$ cat src/rtl/rx_phy_pkg.sv
// rx_phy_pkg: shared constants and alignment state encoding for the rx serial-to-parallel path.
package rx_phy_pkg;
    localparam int BYTE_W = 8;
    localparam logic [BYTE_W-1:0] COM_CHAR = 8'hBC;
    typedef enum logic [1:0] {SEARCH = 2'd0, COUNT = 2'd1, LOCKED = 2'd2} state_t;
endpackage

$ cat src/rtl/shift_in_reg8.sv
// shift_in_reg8: 8-bit MSB-first serial shift register exposing the next-cycle contents.
module shift_in_reg8
    import rx_phy_pkg::*;
(
    input  logic              clk,
    input  logic              rst,
    input  logic              d,
    output logic [BYTE_W-1:0] shreg_n
);
    logic [BYTE_W-1:0] shreg;
    assign shreg_n = {shreg[BYTE_W-2:0], d};
    always_ff @(posedge clk or posedge rst) begin
        if (rst) shreg <= '0;
        else     shreg <= shreg_n;
    end
endmodule

$ cat src/rtl/serial_paralelo_comalign_rx.sv
// serial_paralelo_comalign_rx: serial-to-parallel rx with COM byte alignment and lock.
// Define RX_LOSS_DET_EN to drop lock after MAX_RUN consecutive non-COM bytes.
module serial_paralelo_comalign_rx
    import rx_phy_pkg::*;
#(
    parameter logic [BYTE_W-1:0] COM = COM_CHAR,
    parameter int COM_COUNT = 4
`ifdef RX_LOSS_DET_EN
    ,
    parameter int MAX_RUN = 32
`endif
) (
    input  logic              clk_32f,
    input  logic              reset,
    input  logic              data_in,
    output logic [BYTE_W-1:0] data_out,
    output logic              valid_out,
    output logic              active
);
    localparam logic [3:0] CC = 4'(COM_COUNT);
    state_t state, state_n;
    logic [BYTE_W-1:0] shreg_n, data_n;
    logic [2:0] bit_cnt, bit_cnt_n;
    logic [3:0] com_cnt, com_cnt_n;
    logic valid_n, active_n, bnd, is_com;
`ifdef RX_LOSS_DET_EN
    localparam logic [7:0] MR = 8'(MAX_RUN);
    logic [7:0] run_cnt, run_n;
`endif
    shift_in_reg8 u_shift (
        .clk     (clk_32f),
        .rst     (reset),
        .d       (data_in),
        .shreg_n (shreg_n)
    );
    assign bnd    = bit_cnt == 3'd7;
    assign is_com = shreg_n == COM;
    always_comb begin
        state_n   = state;
        bit_cnt_n = bit_cnt + 3'd1;
        com_cnt_n = com_cnt;
        data_n    = data_out;
        valid_n   = valid_out;
`ifdef RX_LOSS_DET_EN
        run_n     = run_cnt;
`endif
        case (state)
            SEARCH: if (is_com) begin
                // restart the byte clock so the matched COM ends exactly on a boundary
                bit_cnt_n = 3'd0;
                com_cnt_n = 4'd1;
                state_n   = (COM_COUNT == 1) ? LOCKED : COUNT;
            end
            COUNT: if (bnd) begin
                com_cnt_n = is_com ? com_cnt + 4'd1 : 4'd0;
                state_n   = !is_com ? SEARCH : (com_cnt_n == CC) ? LOCKED : COUNT;
            end
            LOCKED: if (bnd) begin
                data_n  = shreg_n;
                valid_n = !is_com;
`ifdef RX_LOSS_DET_EN
                run_n = is_com ? 8'd0 : run_cnt + 8'd1;
                if (!is_com && run_n == MR) begin
                    state_n   = SEARCH;
                    valid_n   = 1'b0;
                    com_cnt_n = 4'd0;
                    run_n     = 8'd0;
                end
`endif
            end
            default: state_n = SEARCH;
        endcase
        active_n = state_n == LOCKED;
    end
    always_ff @(posedge clk_32f or posedge reset) begin
        if (reset) begin
            state     <= SEARCH;
            bit_cnt   <= 3'd0;
            com_cnt   <= 4'd0;
            data_out  <= '0;
            valid_out <= 1'b0;
            active    <= 1'b0;
`ifdef RX_LOSS_DET_EN
            run_cnt   <= 8'd0;
`endif
        end else begin
            state     <= state_n;
            bit_cnt   <= bit_cnt_n;
            com_cnt   <= com_cnt_n;
            data_out  <= data_n;
            valid_out <= valid_n;
            active    <= active_n;
`ifdef RX_LOSS_DET_EN
            run_cnt   <= run_n;
`endif
        end
    end
endmodule

$ cat config.mk
export PLATFORM = sky130hd
export DESIGN_NAME = serial_paralelo_comalign_rx
export DESIGN_NICKNAME = d
export VERILOG_FILES = /design/src/rtl/rx_phy_pkg.sv /design/src/rtl/shift_in_reg8.sv /design/src/rtl/serial_paralelo_comalign_rx.sv
export SDC_FILE = /design/constraint.sdc
export NUM_CORES = 1
export LEC_CHECK = 0
export CAP_MARGIN = 20
export CORE_MARGIN = 4
export CORE_UTILIZATION = 47
export CTS_CLUSTER_SIZE = 24
export DETAILED_ROUTE_END_ITERATION = 12
export PLACE_DENSITY = 0.71
export SKIP_LAST_GASP = 1
export SYNTH_ARGS = -nofsm -noshare
export SYNTH_HDL_FRONTEND = slang
export SYNTH_SLANG_ARGS = --single-unit
$ cat constraint.sdc
create_clock -name clk_32f -period 1.45 [get_ports clk_32f]
set_input_delay 0.145 -clock clk_32f [delete_from_list [all_inputs] [get_ports clk_32f]]
set_output_delay 0.145 -clock clk_32f [all_outputs]
set_load 0.1 [all_outputs]
==> summary.md, run 1 <==
| Metric | Value |
|---|---|
| Layout Area Growth over Synthesis | 43.2% |
| Status | complete, but fails checks |
| H-tree Lvls | 1 |
| Drt drc | 0 |
| Mapped cell area | 1060 sq um |
| CTS Buffer Depth | 2 |
| IO Pins | 13 |
| Die Y-Extent | ~56 um |
| DP HPWL | around 1500 um |
| Die area | 3090 sq um |
| Period utilization | 102% |
| CP endpoint kind | register |
| Worst relative slew slack | 74.9% |
| CTS Buf Count | 3 |
| Initial antenna violation count | 0 |
| Clock sink count | 26 |
| Aggregate global-route resource usage | approximately 15% |
| Synth Net Count | ~90 |
| Post-synthesis sequential area ratio | 61.1% |
| Drt via density | around 5.6 |
| Row Count | 16 |
| Final wirelength | roughly 2200 um |
| EDFF count, synth | 0 |
| Crit-path cells | ha_2 > ha_4 > nor2b_4 > o21ai_1 > o31ai_2 > a311o_1 |
| I/O Buffers | 12 |
| CTS tree | built |
| Final setup viols | 2 |
| CP top delay family | compound AO/OA/AOI/OAI gates |
| Layout Nets | roughly 120 |
| List of most frequent post-synthesis cells | 26 x dfrtp_1, 5 x mux2_2, 5 x nand3_1 |
| Routability congestion estimate from global placement | around 0.85 |
| Synth top area cells | dfrtp_1 61%, mux2_2 5.3%, ha_1 3.5% |
| Clk slew on worst S/H paths | ~0.14 ns |
| Crit path launch type | register |
| CP Class | reg -> reg |
| Post-synthesis area per instance | ~13 sq um |
| YS warnings | 0 |
| Vias in the first global route | ~790 |
| Layout cells sized above 1 | between 40% and 50% |
| Crit. path cell count | 6 |
| Initial Utilization | between 50% and 60% |
| R2R depth | 6 |
| Clk_skew | a little over 0.005 ns |
| Final hold violations | 0 |
| Most frequent cell after synthesis | dfrtp_1 |
| Setup TNS | -0.0512 ns |
| Final hold slack | approximately 0.18 ns |
| Global-route wire length before repair | roughly 3600 um |
| WP data arrival | approximately 1.7 ns |
| Failing checks | negative setup slack |
| Final setup margin | -0.0290 ns |
| MaxCap Viol Count | 0 |
| Core Footprint | 2060 sq um |
| Post-route ant nets | 0 |
| Buf/Inv on CP | 0 |
| Worst vdd ir | roughly 0.9 mV |
| Largest area contributor in the netlist | dfrtp_1 |
| GRT overflow | 0 |
| Min Tclk post-route | 1.48 ns |
| DR pass1 iterations | 5 |
| Primary FF master, synth | dfrtp_1 |
| Worst-Margin Slew | 0.377 ns |
| Synthesized instance count | 85 |
| Worst EP required | around 1.7 ns |
| Asr flop ratio synth | 100% |
| Worst skew pair latency | 0.32 ns |
| Pwr Density | about 1200 nW/um^2 |
| Via count | a little under 800 |
| Die Wd | approximately 56 um |
| Largest net degree at the start of global routing | 27 |
| Worst-path fanout max | 5 |
| Share of the synthesized area in the top cell type | between 60% and 70% |
| DRT iter0 DRCs | 18 |
| Final Slew Violations | 0 |
| Crit-path slowest cell | dfrtp_1 |
| #FFs+latches synth | 26 |
| Routed WL per cell | approximately 16 um |
| RSZ-0062 raised after global routing | yes |
| Root Buffer | clkbuf_4 |
| FMAX | between 600 and 700 MHz |
| Diode count | 0 |
| Leak | between 0.0006 and 0.0007 uW |
| Slowest Stage Delay on Critical Path | about 0.38 ns |
| Hold Path Class | in -> async |
| Synth unique cells | 28 |
==> worst reg2reg max path, stage by stage, from the launching register on <==
cell and delay [ns]:
dfrtp_1 0.38, ha_2 0.20, ha_4 0.19, nor2b_4 0.06
o21ai_1 0.18, o31ai_2 0.10, a311o_1 0.27
==> flip-flops by register name, summed over array words and instances, names as in the netlist <==
signal	cells
u_shift.shreg	7
valid_out	1
state	2
bit_cnt	3
data_out	8
com_cnt	4
active	1
==> timing repair <==
action / 4_1_cts / 5_1_grt
setup buffers: 0 / 2
hold buffers: 0 / 0
pin swaps: 3 / 4
endpoints found under the setup margin: 16 / 18
gates resized for setup: 4 / 12
==> worst paths after layout <==
path,from,endpoint,slack [ns]
min reg2reg,u_shift.shreg[3]$_DFF_PP0_,u_shift.shreg[4]$_DFF_PP0_,0.41
max,bit_cnt[0]$_DFF_PP0_,com_cnt[2]$_DFFE_PP0P_,-0.03
min in group clk_32f,data_in,u_shift.shreg[0]$_DFF_PP0_,0.30
max reg2reg,bit_cnt[0]$_DFF_PP0_,com_cnt[2]$_DFFE_PP0P_,-0.03
max in group asynchronous,reset,com_cnt[1]$_DFFE_PP0P_,1.02
min,reset,valid_out$_DFFE_PP0P_,0.18
==> area by class of cell <==
class | count | area (sq um)
tap | 27 | 33.8
fill | 137 | 537
clock inverter | 1 | 30.0
sequential | 26 | 653
timing repair buffer | 24 | 310
multi-input combinational | 52 | 460
inverter | 4 | 15.0
clock buffer | 3 | 22.5
==> where the power goes <==
| part | total, uW | internal (uW) | leakage [uW] | switching (uW) |
|---|---|---|---|---|
| clock | 487 | 279 | 0.0000279 | 208 |
| sequential | 918 | 820 | 0.000326 | 97.9 |
| combinational | 404 | 219 | 0.000332 | 185 |
| total | 1810 | 1320 | 0.000686 | 491 |
==> placed cells by master (no fill, tap or decap), drive strengths merged, types with 3 or more instances in the layout <==
cell type / count
clkbuf: 3
mux2: 8
nand2: 4
ha: 3
nor2: 3
buf: 22
inv: 4
nand3: 7
nor2b: 4
o21ai: 6
dfrtp: 26
==> logic make-up after synthesis <==
logic type                 Yosys count  share of synthesized area, %
adders and majority gates            3                          3.53
DFF                                 26                          61.1
muxes                                8                          8.46
AOI/OAI and AO/OA                   14                          8.70
buffers and inverters                7                          2.58
xor gates and xnor gates             2                          1.65
and+or+nand+nor                     25                          14.0
==> through the flow <==
stage	util (%)	setup WS [ns]	total power (uW)	instance area, sq um	instances
after floorplan	-	0.0000910	1100	1080	85
after global placement	67.4	-0.0474	1220	1390	131
after detailed placement	67.4	-0.0816	1250	1390	131
after CTS	71.1	-0.0428	1790	1470	135
after global routing	74.0	-0.0664	1900	1530	137
final	74.0	-0.0290	1810	1530	137
==> per-layer routing <==
metal | track usage (%) | vias up | wire length, um
met3 | 3.48 | 4 | 114
met2 | 24.8 | 27 | 1110
met4 | 5.21 | 0 | 25
met1 | 18.4 | 385 | 903
li1 | - | 354 | -
met5 | 0 | - | 0
Note: power is estimated with default switching activity, not from simulation.
==> inputs of run 2 (changes only) <==
--- a/config.mk
+++ b/config.mk
@@ -8,7 +8,7 @@
 export CAP_MARGIN = 20
 export CORE_MARGIN = 4
 export CORE_UTILIZATION = 47
-export CTS_CLUSTER_SIZE = 24
+export CTS_CLUSTER_SIZE = 40
 export DETAILED_ROUTE_END_ITERATION = 12
 export PLACE_DENSITY = 0.71
 export SKIP_LAST_GASP = 1
==> results of run 2 <==
Final layout, timing and power as in run 1 (identical DEF).
